## config.mk

```make
export PLATFORM = sky130hd
export DESIGN_NAME = nibble_accumulator
export DESIGN_NICKNAME = d
export VERILOG_FILES = /design/src/rtl/nibble_accumulator.sv
export SDC_FILE = /design/constraint.sdc
export NUM_CORES = 1
export LEC_CHECK = 0
export ABC_AREA = 1
export CAP_MARGIN = 20
export CORE_ASPECT_RATIO = 1.2
export CORE_MARGIN = 2
export CORE_UTILIZATION = 45
export DETAILED_ROUTE_END_ITERATION = 8
export PLACE_DENSITY = 0.7
export SETUP_SLACK_MARGIN = 0.5
export SLEW_MARGIN = 20
export SYNTH_ARGS = -nofsm -noshare
export SYNTH_HDL_FRONTEND = slang
export SYNTH_SLANG_ARGS = --single-unit
```

## constraint.sdc

```tcl
create_clock -name clk -period 2.83 [get_ports clk]
set_input_delay 0.566 -clock clk [delete_from_list [all_inputs] [get_ports clk]]
set_output_delay 0.566 -clock clk [all_outputs]
set_load 0.005 [all_outputs]
```

## src/rtl/nibble_accumulator.sv

```systemverilog
// -----------------------------------------------------------------------------
// nibble_accumulator
//
// Sums NSAMP unsigned 4-bit samples into an 8-bit frame total, using a single
// 4-bit add-with-carry stage shared between the low and high nibble of the
// accumulator. Each sample takes three cycles (IDLE accept, LOW add, HIGH
// carry ripple). After the last sample of a frame the result is presented in
// DONE until downstream takes it.
//
// Ports
//   clk        rising-edge clock
//   rst_n      asynchronous active-low reset
//   in_valid   upstream sample valid
//   in_ready   block can accept a sample this cycle (IDLE only)
//   in_data    4-bit unsigned sample
//   out_valid  frame result valid (DONE only)
//   out_ready  downstream accepts the result
//   out_sum    frame sum modulo 256 (tracks the accumulator in every state)
//   out_ovf    sticky flag: frame sum exceeded 255
// -----------------------------------------------------------------------------
module nibble_accumulator #(
    parameter int NSAMP = 4
) (
    input  logic       clk,
    input  logic       rst_n,
    input  logic       in_valid,
    output logic       in_ready,
    input  logic [3:0] in_data,
    output logic       out_valid,
    input  logic       out_ready,
    output logic [7:0] out_sum,
    output logic       out_ovf
);

    typedef enum logic [1:0] {
        IDLE = 2'd0,
        LOW  = 2'd1,
        HIGH = 2'd2,
        DONE = 2'd3
    } state_t;

    state_t     r_state;
    state_t     w_state_nxt;
    logic [7:0] r_acc;
    logic [3:0] r_sample;
    logic       r_carry;
    logic       r_ovf;
    logic [7:0] r_count;
    logic       r_run;

    logic [3:0] w_add_a;
    logic [3:0] w_add_b;
    logic       w_add_cin;
    logic [4:0] w_add_res;
    logic       w_last;
    logic       w_accept;

    // The one shared nibble adder: {cout, sum} = a + b + cin.
    function automatic logic [4:0] add4c(input logic [3:0] a,
                                         input logic [3:0] b,
                                         input logic       cin);
        return {1'b0, a} + {1'b0, b} + {4'b0000, cin};
    endfunction

    // r_run holds in_ready low through reset and until the first clock edge
    // after reset is released.
    assign in_ready  = (r_state == IDLE) && r_run;
    assign w_accept  = in_ready && in_valid;
    assign out_valid = (r_state == DONE);
    assign out_sum   = r_acc;
    assign out_ovf   = r_ovf;
    assign w_last    = (r_count == 8'(NSAMP - 1));

    // Operand steering: LOW adds the sample into the low nibble, HIGH ripples
    // the saved carry into the high nibble.
    always_comb begin
        w_add_a   = r_acc[3:0];
        w_add_b   = r_sample;
        w_add_cin = 1'b0;
        if (r_state == HIGH) begin
            w_add_a   = r_acc[7:4];
            w_add_b   = 4'b0000;
            w_add_cin = r_carry;
        end
    end

    assign w_add_res = add4c(w_add_a, w_add_b, w_add_cin);

    always_comb begin
        w_state_nxt = r_state;
        case (r_state)
            IDLE:    if (w_accept) w_state_nxt = LOW;
            LOW:     w_state_nxt = HIGH;
            HIGH:    w_state_nxt = w_last ? DONE : IDLE;
            DONE:    if (out_ready) w_state_nxt = IDLE;
            default: w_state_nxt = IDLE;
        endcase
    end

    always_ff @(posedge clk or negedge rst_n) begin
        if (!rst_n) begin
            r_state  <= IDLE;
            r_acc    <= 8'h00;
            r_sample <= 4'h0;
            r_carry  <= 1'b0;
            r_ovf    <= 1'b0;
            r_count  <= 8'h00;
            r_run    <= 1'b0;
        end else begin
            r_state <= w_state_nxt;
            r_run   <= 1'b1;
            case (r_state)
                IDLE: begin
                    if (w_accept) r_sample <= in_data;
                end
                LOW: begin
                    r_acc[3:0] <= w_add_res[3:0];
                    r_carry    <= w_add_res[4];
                end
                HIGH: begin
                    r_acc[7:4] <= w_add_res[3:0];
                    // Overflow is sticky for the rest of the frame.
                    if (w_add_res[4]) r_ovf <= 1'b1;
                    if (!w_last) r_count <= r_count + 8'd1;
                end
                DONE: begin
                    if (out_ready) begin
                        r_acc   <= 8'h00;
                        r_ovf   <= 1'b0;
                        r_count <= 8'h00;
                    end
                end
                default: ;
            endcase
        end
    end

endmodule
```

## Yosys cells after proc, flatten, opt, wreduce, memory -nomap -nowiden

Index checks and enable logic that the tools add are counted.
W data, S select, Z words.

| storage, ports and cells | value |
|---|---|
| word-level logic and storage cells | 45 |
| output and inout bits | 11 |
| input port bits | 8 |
| flip-flop bits (word level) | 25 |

| operators by class | value |
|---|---|
| mux-type cells | 15 |
| reduce and logical (&&, ||, !) cells | 11 |
| equality and inequality tests | 8 |
| add/sub/neg operators | 3 |

Operator list:

| cell | number |
|---|---|
| $mux W8 | 2 |
| $pmux W4 S2 | 2 |
| $pmux W8 S2 | 1 |
| $add A8 B1 Y8 const B | 1 |
| $eq A8 B2 Y1 const B | 1 |
| $mux W4 | 2 |
| $pmux W2 S4 | 1 |
| $reduce_and A2 Y1 | 4 |
| $mux W2 | 3 |
| $ne A2 B2 Y1 const B | 3 |
| $reduce_and A3 Y1 | 2 |
| $add A4 B4 Y5 | 1 |
| $add A5 B1 Y5 | 1 |
| $eq A2 B2 Y1 const B | 2 |
| $reduce_bool A2 Y1 | 2 |
| $mux W1 | 3 |
| $eq A2 B1 Y1 const B | 1 |
| $logic_and A1 B1 Y1 | 2 |
| $logic_not A2 Y1 | 1 |
| $ne A2 B1 Y1 const B | 1 |
| $pmux W1 S2 | 1 |

## Depth between registers and ports, before layout

Gate-level depths: netlist (run 1).

| depth | value |
|---|---|
| depth after elaboration | 6 |
| depth in mapped cells | 12 |

## Worst setup path before layout (run 1)

Ideal clock, no wire load.

| path | value |
|---|---|
| kind | register to register |
| start | reg r_state[0] |
| end | reg r_acc[5], in the netlist out_sum[5] |
| stages on the path, launching flop included | 11 |
| setup time | 125 ps |
| period minus slack after synthesis | 2026 ps |
| arrival | 1901 ps |
| slack | 804 ps |
| cells stage by stage | dfrtp_1 inv_1 nand2_2 buf_2 nand2_1 o21ai_0 fa_1 inv_1 fa_1 inv_1 o22ai_1 |

| between the ends | value |
|---|---|
| word-level cells in the longest chain between the ends | 5 |

RTL lines:

| what | line | text |
|---|---|---|
| start, declared | 42 | `state_t r_state;` |
| start signal, assigned | 110 | `r_state <= w_state_nxt;` |
| $eq A2 B2 Y1 | 80, 112 |  |
| $mux W4 | 80 | `if (r_state == HIGH) begin` |
| $add A4 B4 Y5 | 62 | `return {1'b0, a} + {1'b0, b} + {4'b0000, cin};` |
| $add A5 B1 Y5 | 62 |  |
| $pmux W4 S2 | 112 | `case (r_state)` |
| end signal, assigned | 121 | `r_acc[7:4] <= w_add_res[3:0];` |
| end, declared | 44 | `logic [7:0] r_acc;` |

Several ways; a longest one is shown, not always the timed one.
A chain may end at the register's enable or synchronous reset.

## Final worst setup path (run 1)

| path | value |
|---|---|
| start | reg r_state[1] |
| end | out in_ready |

| between the ends | value |
|---|---|
| word-level cells in the longest chain between the ends | 2 |

RTL lines:

| what | line | text |
|---|---|---|
| $logic_not A2 Y1 | 67 | `assign in_ready = (r_state == IDLE) && r_run;` |
| $logic_and A1 B1 Y1 | 67 |  |
| end, declared | 27 | `output logic in_ready,` |

No other way between the ends.

==> results of run 1 <==
cells in the mapped netlist (all sizes together):
cell	n
xnor2	2
o22ai	2
nand4	2
or2	1
o21ai	12
dfrtp	25
ha	4
conb	1
xor2	2
fa	2
a21oi	5
inv	25
buf	1
nand3b	1
nand2	64
o21bai	1
nor2	15
nand3	9
flip-flops by register name, summed over array words and instances (netlist names):
signal and cells:
r_run 1, out_sum 8, r_carry 1, r_count 8, r_state 2, r_sample 4
out_ovf 1
power by group through the flow:
stage | sequential [mW] | clock (mW) | combinational, mW
after global routing | 0.642 | 0.180 | 1.15
final | 0.625 | 0.154 | 1.00
after CTS | 0.623 | 0.161 | 1.01
after global placement | 0.624 | 0 | 0.975
after floorplan | 0.609 | 0 | 0.696
after detailed placement | 0.630 | 0 | 1.01
metrics by stage:
step | total power [mW] | hold slack [ns]
floorplan | 1.30 | 0.270
detailed placement | 1.64 | 0.481
finish | 1.78 | 0.508
global placement | 1.60 | 0.472
global route | 1.97 | 0.544
CTS | 1.80 | 0.511
worst max-delay path by stage:
stage,endpoint,cells after the start,from
floorplan,out_sum[5],10,r_state[0]
global placement,out_ovf,10,r_state[0]
detailed placement,out_ovf,10,r_state[0]
CTS,in_ready,4,r_state[1]
global route,out_ovf,11,r_state[0]
finish,in_ready,4,r_state[1]
layer usage:
metal  share of wire (%)  global-route usage [%]
met2                  52                    31.5
met5                   0                       0
met1                  43                    23.7
met3                 2.6                    2.57
met4                 2.4                    7.81
cell type report:
type / count / area share (%)
Clock buffer: 4 / 1.62
Inverter: 25 / 5.80
Multi-Input combinational cell: 123 / 39.7
Sequential cell: 25 / 38.7
Tap cell: 34 / 2.63
Timing Repair Buffer: 19 / 11.6
timing repair:
item | 4_1_cts | 5_1_grt
gates resized for setup | 0 | 1
endpoints found under the setup margin | 0 | 3
hold buffers | 0 | 0
cells by family (layout without fill, tap and decap cells):
| kind of cell | Yosys count | after routing | share of synthesized area [%] |
|---|---|---|---|
| fa+ha+maj | 6 | 6 | 6.59 |
| simple gates | 92 | 92 | 29.9 |
| buf+inv | 26 | 48 | 7.23 |
| flops | 25 | 25 | 45.8 |
| xor+xnor | 4 | 4 | 2.56 |
| compound gates | 20 | 20 | 7.69 |
| other cells | 1 | 1 | 0.274 |
critical path: cells and delay by family (launching register included):
kind,cells,cell delay (ns)
flops,1,0.44
buf+inv,2,0.58
simple gates,2,0.29
==> flow_summary.toml, run 1 <==
[outcome]
outcome = "finished, final reports clean"

[routing]
first_pass_iters = 4
wl_per_cell_um = 12.2
via_per_inst = 5.03
num_vias = 1157
ant_nets = 0
wl_um = 2810
drtIter0Drc = 17
drc_errors = 0

[worst_setup_path]
max_stage_delay_ns = 0.51
timing.rr.start = "r_state[0]"
r2r_slack_ns = 0.67
required_ns = 2.26
worstPathArrival_ns = 1.62
crit_path_top_delay_cell = "clkdlybuf4s50_1"
crit_path_cell_trace = "nor2_1 -> inv_2 -> nor2_4 -> clkdlybuf4s50_1"
critPathLaunchType = "flip-flop"
worst_r2r_path_depth = 11
cp-end-kind = "output pin"
reg2reg_to = "out_ovf"
critical_path_class = "reg2out"
crit_fanout = 4

[pwr]
p_leak_nw = 0.828
power_frac_comb_pct = 56.3
clkPwrFrac_pct = 8.6
switching_power_uw = 791
pwr-share-seq_pct = 35.0
p_per_area_nw_per_um2 = 1100
p_sw_share_pct = 44.4
vdd_drop_max_mv = 0.790
cellInternalPower_uw = 992

[logic_synthesis]
syn_area_sq_um = 1370
yosys-top-cells-area = "dfrtp_1 46%, nand2_1 16%, inv_1 6.0%"
ys_types = 25
yosysTopAreaCellShare_pct = 45.8
netlist_instances = 174
synth_area_leader_cell = "dfrtp_1"
ys_warn_count = 0
synth_nets = 188
yosysSeqAreaShare_pct = 45.8
syn_avg_cell_area_sq_um = 7.85
ys_ff_latch = 25

[final_layout]
drive_gt1_share_pct = 8.67
seq_area_sq_um = 626
layout_commonest_cell = "nand2_1"
stdcell_count = 230
final_util_pct = 57.0
fill_cells = 277
finalInstanceArea_sq_um = 1620
antenna_cells = 0
layout_common_cells = "58 x nand2_1, 25 x dfrtp_1, 22 x inv_1"
multiInputGateArea_sq_um = 642
synthToLayoutAreaGrowth_pct = 18.4
fin_nets = 211

[worst_hold_path]
hp-class = "reg2reg"
min_to = "out_ovf"
min_from = "out_ovf"
min_path_cells = 2

[floorplanning]
die_h_um = 64.4
initial_core_util_pct = 48.1
die-area_sq_um = 3490
ios = 19
rows = 21
die-width_um = 54.3
core_area_sq_um = 2840

[clocking]
cts.sinks = 25
htreeDepth = 1
root_buffer = "clkbuf_4"
max-clock-path-buffers = 2
insertion_delay_ns = 0.31
path_clk_slew_ns = 0.12
cts_tree = "built"
cts_made_buffers = 3
post_cts_buffers = 0

[global_route]
track_usage_pct = 18.9
grt_overflow = 0
grt_pass1_vias = 1154
grt_max_degree = 26
antenna_found_initial = 0
grt_pass1_wl_um = 4860

[sta]
finalCritPeriodShare_pct = 77.1
finalCriticalPeriod_ns = 2.18
fin_worst_skew_ns = 0.00839
rsz0062_at_grt = "false"
setup_viol = 0
setup_slack_ns = 0.648
fmax_ghz = 0.458
drv_slew = 0
tns_ns = 0
hold_viol_final = 0

[placement]
io_buffers = 18
place.gp.congestion = 0.831
dpl_cell_area_sq_um = 1590
placed_cells = 226
pre_cts_ws_ns = 0.698
dp_hpwl_um = 2220

[flow_run]
drv_cap = 0
No activity file was read; power rests on OpenSTA's default activity.
==> run 2: changes to the inputs <==
clock period = 2.12 ns   (was 2.83 ns; I/O delays follow)
==> run 2 against run 1 <==
Against the previous run:
- final cell count grew 9.6%
- routed wire length increased by 24%
- setup slack worse by 0.40 ns
- clock skew shrank 0.0050 ns
- global-route usage grew 3.1 points
- power up 69%
- worst hold slack lost 0.061 ns
- cell area up 17%
- sequential share of layout area shrank 5.4 points
- largest power group unchanged
==> flow_summary.toml, run 2 (same netlist as run 1, synthesis figures left out) <==
[outcome]
outcome = "finished, final reports clean"

[worst_setup_path]
cp_num_buf_inv = 4
required_ns = 2.34
critPathLaunchType = "flip-flop"
max_stage_delay_ns = 0.46
cp-end-kind = "flip-flop"
worstPathArrival_ns = 2.10
crit_fanout = 7
critical_path_class = "reg2reg"
crit_family = "simple AND/OR/NAND/NOR gates"
crit_top_cell = "nand2_1"
crit_path_top_delay_cell = "dfrtp_2"
crit_path_cell_trace = "inv_4 -> nand2_8 -> buf_6 -> buf_4 -> nand2_1 -> nand2_1 -> ha_1 -> inv_1 -> nand3_1 -> nand4_1 -> nand2_1"

[sta]
setup_slack_ns = 0.246
setup_viol = 0
fin_worst_skew_ns = 0.00336
hold_viol_final = 0
tns_ns = 0
drv_slew = 0
finalCritPeriodShare_pct = 88.4
finalCriticalPeriod_ns = 1.87
rsz0062_at_grt = "true"
fmax_ghz = 0.533

[placement]
place.gp.congestion = 0.851
dp_hpwl_um = 2320
pre_cts_ws_ns = 0.108
io_buffers = 18
placed_cells = 226
dpl_cell_area_sq_um = 1620

[routing]
via_per_inst = 5.13
num_vias = 1293
drc_errors = 0
first_pass_iters = 4
wl_per_cell_um = 13.9
ant_nets = 0
drtIter0Drc = 33
wl_um = 3500

[pwr]
vdd_drop_max_mv = 1.46
p_leak_nw = 0.997
finalPower_mw = 3.01
p_per_area_nw_per_um2 = 1590

[clocking]
root_buffer = "clkbuf_4"
cts_made_buffers = 3
insertion_delay_ns = 0.32
htreeDepth = 1
cts.sinks = 25
max-clock-path-buffers = 2
path_clk_slew_ns = 0.13
cts_tree = "built"
hold_buffers = 0

[global_route]
grt_overflow = 0
grt_pass1_vias = 1279
track_usage_pct = 21.9
grt_pass1_wl_um = 5640
antenna_found_initial = 0
grt_max_degree = 26

[floorplanning]
initial_core_util_pct = 48.1
core_area_sq_um = 2840
rows = 21
die_h_um = 64.4
die-width_um = 54.3
ios = 19
die-area_sq_um = 3490

[final_layout]
drive_gt1_share_pct = 28.4
layout_commonest_cell = "nand2_1"
finalInstanceArea_sq_um = 1890
fin_nets = 233
synthToLayoutAreaGrowth_pct = 38.4
stdcell_count = 252
layout_common_cells = "54 x nand2_1, 23 x dfrtp_1, 21 x buf_4"
antenna_cells = 0

[worst_hold_path]
hp-class = "in2async"

[flow_run]
drv_cap = 0
run 2: layout make-up:
class | instances | area (sq um)
fill | 233 | 947
multi-input combinational | 123 | 737
sequential | 25 | 628
timing repair buffer | 41 | 350
inverter | 25 | 106
tap | 34 | 42.5
clock buffer | 4 | 26.3
run 2: per-layer routing:
layer | vias to the layer above | global-route usage, % | share of wire (%) | wire length, um
li1 | 625 | - | - | -
met1 | 637 | 25.9 | 39 | 1360
met2 | 21 | 39.2 | 56 | 1950
met3 | 10 | 3.27 | 3.0 | 105
met4 | 0 | 6.88 | 2.5 | 87
met5 | - | 0 | 0 | 0
run 2: repair_timing:
action	in CTS	in global routing
setup endpoints to repair	21	13
gates resized for setup	22	20
pin swaps	6	9
buffers inserted	15	7
hold endpoints to repair	0	0
run 2: per-stage QoR:
| step | util [%] | hold slack (ns) |
|---|---|---|
| 6_report | 66.6 | 0.447 |
| 5_1_grt | 66.6 | 0.492 |
| 4_1_cts | 63.1 | 0.458 |
| 3_5_place_dp | 56.9 | 0.467 |
| 3_3_place_gp | 56.9 | 0.482 |
| 2_1_floorplan | - | 0.128 |
run 2: worst paths after layout:
path,startpoint,cells past startpoint,slack [ns],to
worst max-delay path,r_state[0],11,0.25,out_sum[7]
worst min-delay path,rst_n,2,0.45,r_count[6]
min in group clk,r_carry,2,0.52,r_carry
worst max register to register,r_state[0],11,0.25,out_sum[7]
worst min register to register,r_carry,2,0.52,r_carry
max in group asynchronous,rst_n,2,1.40,r_state[0]
run 2: where the power goes:
part / internal, mW / switching, mW / total [mW]
sequential: 0.680 / 0.155 / 0.834
clock: 0.0736 / 0.141 / 0.214
combinational: 0.899 / 1.06 / 1.96
